--- src/rtl/sub_pipe_if.sv ---
// sub_pipe_if: operand/result handshake bundle for the sub_pipe subtractor.
//   in_valid/in_ready/a/b     producer -> subtractor (minuend a, subtrahend b)
//   out_valid/out_ready       subtractor -> consumer handshake
//   diff/borrow/overflow/zero/negative  registered result and flags
// master: the producer/consumer side; slave: the subtractor.
interface sub_pipe_if #(
  parameter int WIDTH = 32
);
  logic             in_valid;
  logic             in_ready;
  logic [WIDTH-1:0] a;
  logic [WIDTH-1:0] b;
  logic             out_valid;
  logic             out_ready;
  logic [WIDTH-1:0] diff;
  logic             borrow;
  logic             overflow;
  logic             zero;
  logic             negative;

  modport master (
    output in_valid, a, b, out_ready,
    input  in_ready, out_valid, diff, borrow, overflow, zero, negative
  );

  modport slave (
    input  in_valid, a, b, out_ready,
    output in_ready, out_valid, diff, borrow, overflow, zero, negative
  );
endinterface

--- src/rtl/sub_pipe.sv ---
// sub_pipe: two-stage pipelined subtractor, diff = a + ~b + 1.
//   Stage 1 adds the lower WIDTH/2 bits (carry-in 1) and registers the
//   half carry plus the upper operand halves; stage 2 finishes the upper
//   half with that carry and registers result and flags.
// Ports:
//   clk_i  rising-edge clock
//   rst_i  synchronous active-high reset; discards all in-flight ops
//   bus    sub_pipe_if.slave: in_valid/in_ready/a/b in,
//          out_valid/out_ready/diff/borrow/overflow/zero/negative out
// Flags: borrow = ~carry out (a < b unsigned); overflow = signed overflow;
// zero = diff == 0; negative = diff MSB. Outputs come straight from flops.

// 4-bit carry-lookahead group.
module sub_pipe_cla4 (
  input  logic [3:0] a_i,
  input  logic [3:0] b_i,
  input  logic       c_i,
  output logic [3:0] s_o,
  output logic       c_o
);
  logic [3:0] g, p;
  logic [4:0] c;

  assign g = a_i & b_i;
  assign p = a_i ^ b_i;

  assign c[0] = c_i;
  assign c[1] = g[0] | (p[0] & c_i);
  assign c[2] = g[1] | (p[1] & g[0]) | (p[1] & p[0] & c_i);
  assign c[3] = g[2] | (p[2] & g[1]) | (p[2] & p[1] & g[0])
              | (p[2] & p[1] & p[0] & c_i);
  assign c[4] = g[3] | (p[3] & g[2]) | (p[3] & p[2] & g[1])
              | (p[3] & p[2] & p[1] & g[0]) | (p[3] & p[2] & p[1] & p[0] & c_i);

  assign s_o = p ^ c[3:0];
  assign c_o = c[4];
endmodule

// Chain of CLA groups, group carries rippled. W must be a multiple of 4.
module sub_pipe_cla_chain #(
  parameter int W = 16
) (
  input  logic [W-1:0] a_i,
  input  logic [W-1:0] b_i,
  input  logic         c_i,
  output logic [W-1:0] s_o,
  output logic         c_o
);
  localparam int NG = W / 4;

  logic [NG:0] gc;
  assign gc[0] = c_i;

  for (genvar g = 0; g < NG; g++) begin : g_grp
    sub_pipe_cla4 u_cla (
      .a_i (a_i[4*g +: 4]),
      .b_i (b_i[4*g +: 4]),
      .c_i (gc[g]),
      .s_o (s_o[4*g +: 4]),
      .c_o (gc[g+1])
    );
  end

  assign c_o = gc[NG];
endmodule

module sub_pipe #(
  parameter int WIDTH = 32
) (
  input  logic        clk_i,
  input  logic        rst_i,
  sub_pipe_if.slave   bus
);
  localparam int HALF = WIDTH / 2;

  // ---------------- handshake ----------------
  logic s1_valid_q, s1_valid_d;
  logic s2_valid_q, s2_valid_d;
  logic s2_load, accept;

  // s2 takes s1's op when it is empty or its current op drains this cycle;
  // s1 can take a new op when empty or when its op moves on to s2.
  assign s2_load      = s1_valid_q && (!s2_valid_q || bus.out_ready);
  assign bus.in_ready = !s1_valid_q || s2_load;
  assign accept       = bus.in_valid && bus.in_ready;

  always_comb begin
    s1_valid_d = s1_valid_q;
    s2_valid_d = s2_valid_q;
    if (accept)       s1_valid_d = 1'b1;
    else if (s2_load) s1_valid_d = 1'b0;
    if (s2_load)            s2_valid_d = 1'b1;
    else if (bus.out_ready) s2_valid_d = 1'b0;
  end

  // ---------------- stage 1: lower half ----------------
  logic [HALF-1:0] lo_sum;
  logic            lo_carry;

  sub_pipe_cla_chain #(.W(HALF)) u_lo (
    .a_i (bus.a[HALF-1:0]),
    .b_i (~bus.b[HALF-1:0]),
    .c_i (1'b1),               // the +1 of two's-complement negation
    .s_o (lo_sum),
    .c_o (lo_carry)
  );

  logic [HALF-1:0] diff_lo_q, a_hi_q, nb_hi_q;
  logic            c_half_q;

  always_ff @(posedge clk_i) begin
    if (rst_i) begin
      s1_valid_q <= 1'b0;
      diff_lo_q  <= '0;
      a_hi_q     <= '0;
      nb_hi_q    <= '0;
      c_half_q   <= 1'b0;
    end else begin
      s1_valid_q <= s1_valid_d;
      // data only moves on accept so X on idle inputs never enters the pipe
      if (accept) begin
        diff_lo_q <= lo_sum;
        a_hi_q    <= bus.a[WIDTH-1:HALF];
        nb_hi_q   <= ~bus.b[WIDTH-1:HALF];
        c_half_q  <= lo_carry;
      end
    end
  end

  // ---------------- stage 2: upper half + flags ----------------
  logic [HALF-1:0]  hi_sum;
  logic             hi_carry;
  logic [WIDTH-1:0] diff_d;
  logic             borrow_d, overflow_d, zero_d, negative_d;

  sub_pipe_cla_chain #(.W(HALF)) u_hi (
    .a_i (a_hi_q),
    .b_i (nb_hi_q),
    .c_i (c_half_q),
    .s_o (hi_sum),
    .c_o (hi_carry)
  );

  assign diff_d     = {hi_sum, diff_lo_q};
  assign borrow_d   = ~hi_carry;
  // a and b signs differ  <=>  a sign equals the inverted b sign
  assign overflow_d = (a_hi_q[HALF-1] == nb_hi_q[HALF-1]) &&
                      (hi_sum[HALF-1] != a_hi_q[HALF-1]);
  assign zero_d     = (diff_d == '0);
  assign negative_d = hi_sum[HALF-1];

  logic [WIDTH-1:0] diff_q;
  logic             borrow_q, overflow_q, zero_q, negative_q;

  always_ff @(posedge clk_i) begin
    if (rst_i) begin
      s2_valid_q <= 1'b0;
      diff_q     <= '0;
      borrow_q   <= 1'b0;
      overflow_q <= 1'b0;
      zero_q     <= 1'b0;
      negative_q <= 1'b0;
    end else begin
      s2_valid_q <= s2_valid_d;
      // result held while stalled: only s2_load replaces it
      if (s2_load) begin
        diff_q     <= diff_d;
        borrow_q   <= borrow_d;
        overflow_q <= overflow_d;
        zero_q     <= zero_d;
        negative_q <= negative_d;
      end
    end
  end

  assign bus.out_valid = s2_valid_q;
  assign bus.diff      = diff_q;
  assign bus.borrow    = borrow_q;
  assign bus.overflow  = overflow_q;
  assign bus.zero      = zero_q;
  assign bus.negative  = negative_q;
endmodule
--- src/flat_wrapper.sv ---
// flat-port wrapper written by rule: the top's interface ports become plain ports
module sub_pipe_flat 
#(
  parameter int WIDTH = 32
)
  (clk_i, rst_i, bus_in_valid, bus_a, bus_b, bus_out_ready, bus_in_ready, bus_out_valid, bus_diff, bus_borrow, bus_overflow, bus_zero, bus_negative);
  sub_pipe_if #(.WIDTH(WIDTH)) bus_i ();
  input  logic clk_i;
  input  logic rst_i;
  input wire logic [$bits(bus_i.in_valid)-1:0] bus_in_valid;
  input wire logic [$bits(bus_i.a)-1:0] bus_a;
  input wire logic [$bits(bus_i.b)-1:0] bus_b;
  input wire logic [$bits(bus_i.out_ready)-1:0] bus_out_ready;
  output wire logic [$bits(bus_i.in_ready)-1:0] bus_in_ready;
  output wire logic [$bits(bus_i.out_valid)-1:0] bus_out_valid;
  output wire logic [$bits(bus_i.diff)-1:0] bus_diff;
  output wire logic [$bits(bus_i.borrow)-1:0] bus_borrow;
  output wire logic [$bits(bus_i.overflow)-1:0] bus_overflow;
  output wire logic [$bits(bus_i.zero)-1:0] bus_zero;
  output wire logic [$bits(bus_i.negative)-1:0] bus_negative;
  assign bus_i.in_valid = bus_in_valid;
  assign bus_i.a = bus_a;
  assign bus_i.b = bus_b;
  assign bus_i.out_ready = bus_out_ready;
  assign bus_in_ready = bus_i.in_ready;
  assign bus_out_valid = bus_i.out_valid;
  assign bus_diff = bus_i.diff;
  assign bus_borrow = bus_i.borrow;
  assign bus_overflow = bus_i.overflow;
  assign bus_zero = bus_i.zero;
  assign bus_negative = bus_i.negative;
  sub_pipe #(.WIDTH(WIDTH)) u_core (.clk_i(clk_i), .rst_i(rst_i), .bus(bus_i));
endmodule
--- config.mk ---
export PLATFORM = sky130hd
export DESIGN_NAME = sub_pipe_flat
export DESIGN_NICKNAME = d
export VERILOG_FILES = /design/src/rtl/sub_pipe_if.sv /design/src/rtl/sub_pipe.sv /design/src/flat_wrapper.sv
export SDC_FILE = /design/constraint.sdc
export NUM_CORES = 1
export LEC_CHECK = 0
export CAP_MARGIN = 20
export CORE_ASPECT_RATIO = 1.1
export CORE_MARGIN = 5
export CORE_UTILIZATION = 25
export CTS_CLUSTER_SIZE = 14
export DETAILED_ROUTE_END_ITERATION = 7
export SETUP_SLACK_MARGIN = 0.02
export SKIP_LAST_GASP = 1
export SYNTH_ARGS = -nofsm -noshare
export SYNTH_HDL_FRONTEND = slang
export SYNTH_SLANG_ARGS = --single-unit
--- constraint.sdc ---
create_clock -name clk_i -period 3.4 [get_ports clk_i]
set_clock_uncertainty 0.05 [all_clocks]
set_input_delay 0.34 -clock clk_i [delete_from_list [all_inputs] [get_ports clk_i]]
set_output_delay 0.34 -clock clk_i [all_outputs]
set_load 0.01 [all_outputs]
---- Word-level counts from Yosys, hierarchy flattened ----
Cells that the tools add are included.
word-level totals
  output and inout bits ................... 38
  register bits ........................... 87
cells by class
  reductions and logical operators ........ 10
  bitwise logic cells ..................... 231
  eq/ne operators ......................... 2
  mux-type cells .......................... 4
operators by type and width
  kind                 count
  $and A1 B1 Y1        124
  $or A1 B1 Y1         80
  $xor A4 B4 Y4        16
  $and A4 B4 Y4        8
  $logic_not A32 Y1    1
  $not A16 Y16         2
  $mux W1              4
  $reduce_bool A2 Y1   2
  $logic_and A1 B1 Y1  3
  $logic_not A1 Y1     2
  $logic_or A1 B1 Y1   2
  $eq A1 B1 Y1         1
  $ne A1 B1 Y1         1
  $not A1 Y1           1

---- Logic depth before layout (Yosys ltp) ----
  depth in word-level cells ............... 15
  mapped depth ............................ 12

---- By module ----
Synthesis repeated with hierarchy kept, for this count alone.
unflattened totals
  cell total of the unflattened synthesis .. 491
  area, all modules ....................... 4127.7 um^2
by module, submodules not included
  module         times used  area an instance (um^2)  seq. area each (um^2)  cells an instance
  sub_pipe       1           3066.7                   1721.7                 387
  sub_pipe_cla4  8           132.6                    0.0                    13

---- Worst setup path after synthesis ----
Ideal clock, no wire load.
  path kind ............................... reg2reg
  start point ............................. register u_core.nb_hi_q[0]
  end point ............................... register u_core.zero_q (netlist: u_core.bus.zero)
  required time ........................... 3254 ps
  arrival time ............................ 3178 ps
  stages on the path, launching flop included .. 13
  clock period less this slack ............ 3324 ps
  path slack .............................. 76 ps
  cells stage by stage .................... dfxtp_1 ha_1 a211oi_2 o21ai_2 a2111oi_4 nor2_1 fa_1 xnor2_1 nand2_1 nor4_1 nand4_1 or4_1 o41ai_2
on the way
  longest elaborated chain between the ends .. 12
  elaborated cells on any way between the ends .. 46
RTL lines
  element                                         RTL line                                        source
  from (decl)                                     sub_pipe.sv:108                                 logic [HALF-1:0] diff_lo_q, a_hi_q, nb_hi_q;
  from (signal assigned)                          sub_pipe.sv:124                                 nb_hi_q <= ~bus.b[WIDTH-1:HALF];
  $and A4 B4 Y4 or $xor A4 B4 Y4 (tied branches)  sub_pipe.sv:24, sub_pipe.sv:25
  $and A1 B1 Y1                                   sub_pipe.sv:33                                  | (p[3] & p[2] & p[1] & g[0]) | (p[3] & p[2] & p[1] & p[0] & c_i);
  $or A1 B1 Y1 or $and A1 B1 Y1 (tied branches)   sub_pipe.sv:33
  $or A1 B1 Y1                                    sub_pipe.sv:33
  $and A1 B1 Y1                                   sub_pipe.sv:33
  $or A1 B1 Y1                                    sub_pipe.sv:33
  $and A1 B1 Y1                                   sub_pipe.sv:33
  $or A1 B1 Y1                                    sub_pipe.sv:33
  $and A1 B1 Y1 (on tied branches)                sub_pipe.sv:28, sub_pipe.sv:29, sub_pipe.sv:31
  $or A1 B1 Y1 (on tied branches)                 sub_pipe.sv:28, sub_pipe.sv:29, sub_pipe.sv:31
  $xor A4 B4 Y4                                   sub_pipe.sv:35                                  assign s_o = p ^ c[3:0];
  $logic_not A32 Y1 (*)                           sub_pipe.sv:149                                 assign zero_d = (diff_d == '0);
  to (signal assigned)                            sub_pipe.sv:170                                 zero_q <= zero_d;
  to (decl)                                       sub_pipe.sv:153                                 logic borrow_q, overflow_q, zero_q, negative_q;
Mark *: on every way between the ends. The rest lies on a longest branch, timed or not.
A chain may end at the register's enable or synchronous reset.

---- Final worst setup path ----
  start point ............................. register u_core.nb_hi_q[4]
  end point ............................... register u_core.zero_q (netlist: u_core.bus.zero)
on the way
  elaborated cells on any way between the ends .. 37
RTL lines
  element                                         RTL line                        source
  $and A4 B4 Y4 or $xor A4 B4 Y4 (tied branches)  sub_pipe.sv:24, sub_pipe.sv:25
  $and A1 B1 Y1                                   sub_pipe.sv:33
  $or A1 B1 Y1 or $and A1 B1 Y1 (tied branches)   sub_pipe.sv:33
  $or A1 B1 Y1 (*)                                sub_pipe.sv:33
  $and A1 B1 Y1 (*)                               sub_pipe.sv:33
  $or A1 B1 Y1 (*)                                sub_pipe.sv:33
  $xor A4 B4 Y4 (*)                               sub_pipe.sv:35
  net u_core.hi_sum[12]                           sub_pipe.sv:131                 logic [HALF-1:0] hi_sum;
  $logic_not A32 Y1 (*)                           sub_pipe.sv:149
Mark *: on every way through the listed nets, which the timed path passes. The rest lies on a longest branch.

==> flow_summary.yaml <==
power_and_ir_drop:
  intPower_mw: 1.995
  worst_ir_drop_vdd_mv: 0.2330
  leakagePower_nw: 2.467
  power.sequential.fraction: 0.408
  net-switching-power_mw: 0.7538
  sw_frac_of_total: 0.2742
  clock_power_share: 0.393
  power_frac_comb: 0.199
  powerDensity_nw_per_um2: 444.2
detailed_routing:
  routed-via-count: 3952
  vias_per_cell: 4.460
  detail_route.wirelength_um: 12290
  detail_route.drc_violations: 0
  drt-pass1-iter-count: 6
  antenna_left: 0
  wl_per_cell_um: 13.87
  first_iter_violations: 159
global_routing:
  vias_in_the_first_global_route: 3812
  grt_usage: 0.1216
  overflow: 0
  grt_max_degree: 63
  first_pass_grt_wire_length_um: 19420
  grt_antenna_before_repair: 0
yosys:
  synthesis.area_um2: 4393
  synth-seq-cells: 86
  yosysWarnings: 0
  syn_nets: 644
  asyncSetResetFlopFracSynth: 0
  synthesis.instances: 536
  dominantRegCellSynth: "dfxtp_1"
  ys_types: 50
  syn-mean-instance-area_um2: 8.196
  synth-edff-count: 0
  synth_seq_area_share: 0.3919
clocking:
  root_buffer: "clkbuf_16"
  cts_made_buffers: 9
  cts-hold-fix-buffers: 0
  cts_max_path_buffers: 2
  clock_latency_ps: 350
  clk_pin_slew_ps: 70
  clock_sinks: 86
  cts-htree-levels: 3
  tritoncts_clock_tree: "done"
setup_path:
  setup.worst_path.class: "reg2reg"
  critical_path_arrival_ps: 3450
  timing.rr.end: "u_core.bus.zero"
  crit_required_ps: 3610
  crit_path_max_fanout: 2
  cp-start-kind: "flop"
  worstReg2RegStart: "u_core.nb_hi_q[4]"
  endpoint_kind: "flop"
  worst-r2r-cell-count: 13
  reg2reg_setup_slack_ps: 160
place:
  detailed_place.area_um2: 5777
  hpwlAfterDp_um: 9100
  port_buffers: 105
  place.gp.congestion: 0.7759
  post-place-ws_ps: -264.9
cells_and_area:
  design.final.nets: 755
  layout_common_cells: "nand2_1, clkdlybuf4s50_1, dfxtp_1, a21oi_1, nor2_1"
  final_cell_area_um2: 6188
  antennaDiodeCount: 0
  area_delta_synth_final_pct: 40.87
  finalCoreUtilization: 0.3610
  mostFrequentLayoutCell: "nand2_1"
  final_layout_size_suffix_gt1_frac: 0.09509
timing:
  tightestPinTransition_ps: 645.3
  setup_viol: 0
  final.min_clock_period_ps: 3240
  slew_viol_final: 0
  setup_ws_ps: 160.4
  timing_hold_violations_final: 0
  fin_hold_ws_ps: 389.3
  max_freq_mhz: 308.7
  max-slew-margin-rel: 0.5698
  share_of_the_clock_period_used_by_the_worst_path_after_layout: 0.9528
  grt_setup_unrepaired: "true"
hold_path:
  hold_start: "rst_i"
  end_of_the_worst_hold_path: "u_core.bus.diff[18]"
  worst_hold_path_type: "in2reg"
  worstHoldPathCells: 2
die:
  die_width_um: 136.4
  dieHeight_um: 149.0
  die_area_um2: 20330
  placement_rows: 50
  start_util: 0.2563
  coreArea_um2: 17140
  ioPinCount: 106
status:
  status: "finished clean"
run:
  max_cap_viol_count: 0
cell usage after synthesis (2+ instances only):
master	count	area [um^2]
xnor2_1	10	87.58
nand3_1	11	55.05
and2_1	2	12.51
a211oi_1	25	187.7
nor2b_1	2	12.51
ha_1	33	412.9
o21a_1	6	45.04
o21ai_0	11	55.05
nand4_1	2	12.51
nand2b_1	2	12.51
a211oi_2	2	25.02
o31ai_1	2	15.01
nand2_1	109	409.1
clkbuf_1	21	78.83
fa_1	7	140.1
or4_1	4	30.03
o311ai_0	2	17.52
nor3_1	8	40.04
dfxtp_1	86	1722
buf_1	6	22.52
or3_1	4	25.02
a21o_1	4	30.03
nor4_1	4	25.02
a21oi_1	67	335.3
o211ai_1	2	15.01
nor2_1	47	176.4
xor2_1	7	61.31
inv_1	28	105.1
how the worst max path moves through the flow:
stage,startpoint,endpoint,slack (ps),cells after the start
floorplan,u_core.nb_hi_q[0],u_core.bus.zero,80,12
global placement,u_core.nb_hi_q[0],u_core.bus.zero,-110,13
detailed placement,u_core.nb_hi_q[0],u_core.bus.zero,-260,13
CTS,u_core.a_hi_q[0],u_core.bus.zero,5,13
global route,u_core.nb_hi_q[4],u_core.bus.zero,-100,13
finish,u_core.nb_hi_q[4],u_core.bus.zero,160,13
cells by family (layout without fill, tap and decap cells):
group           Yosys count  after routing  synth area share
compound gates          135            135            0.2028
buf+inv                  57            173           0.04984
flops                    86             86            0.3919
simple gates            200            200            0.1934
fa+ha+maj                40             40            0.1259
xor+xnor                 17             17           0.03389
mux                       1              1          0.002279
power groups by stage:
stage	sequential (mW)	combinational, mW	clock [mW]
2_1_floorplan	1.14	0.303	0
3_3_place_gp	1.14	0.536	0
3_5_place_dp	1.14	0.537	0
4_1_cts	1.12	0.553	1.11
5_1_grt	1.13	0.613	1.15
6_report	1.12	0.547	1.08
sequential cells by signal, indices dropped and copies added (netlist names):
name                  flops
u_core.bus.diff          32
u_core.nb_hi_q           16
u_core.c_half_q           1
u_core.bus.zero           1
u_core.bus.out_valid      1
u_core.diff_lo_q         16
u_core.bus.overflow       1
u_core.bus.borrow         1
u_core.a_hi_q            16
u_core.s1_valid_q         1
what timing repair did:
action	CTS	global route
gates resized for setup	9	3
cloned	0	0
setup endpoints to repair	1	1
pin swaps	10	3
buffers inserted	5	0
layout make-up:
type / count / area [um^2]
clock inverter: 7 / 97.59
inverter: 28 / 105.1
timing repair buffer: 129 / 1239
multi-input combinational: 393 / 2505
sequential: 86 / 1724
clock buffer: 9 / 225.2
fill: 1817 / 10950
tap: 234 / 292.8
stage by stage:
step	setup TNS, ps	cells	power, mW
finish	0	886	2.749
CTS	0	886	2.786
detailed placement	-264.9	865	1.679
global route	-100.7	886	2.896
global placement	-107.4	865	1.679
floorplan	0	536	1.441
critical path, stage by stage, from the launching register on:
cell	delay [ps]
dfxtp_1	310
ha_1	270
o21ai_0	200
nor2_2	100
a2111oi_4	380
buf_4	190
o21ai_4	50
fa_1	460
nor2_1	120
nand3_1	90
nor4_2	160
nand4_1	140
or4_4	440
o41ai_2	190
per-layer routing:
metal | GRT usage | up-vias | share of wire
met1 | 0.1530 | 1792 | 0.46
met3 | 0.03239 | 13 | 0.051
met5 | 0 | - | 0
met2 | 0.2024 | 81 | 0.48
met4 | 0.03780 | 0 | 0.013
li1 | - | 2066 | -
Power figures use the tool's default switching activity.
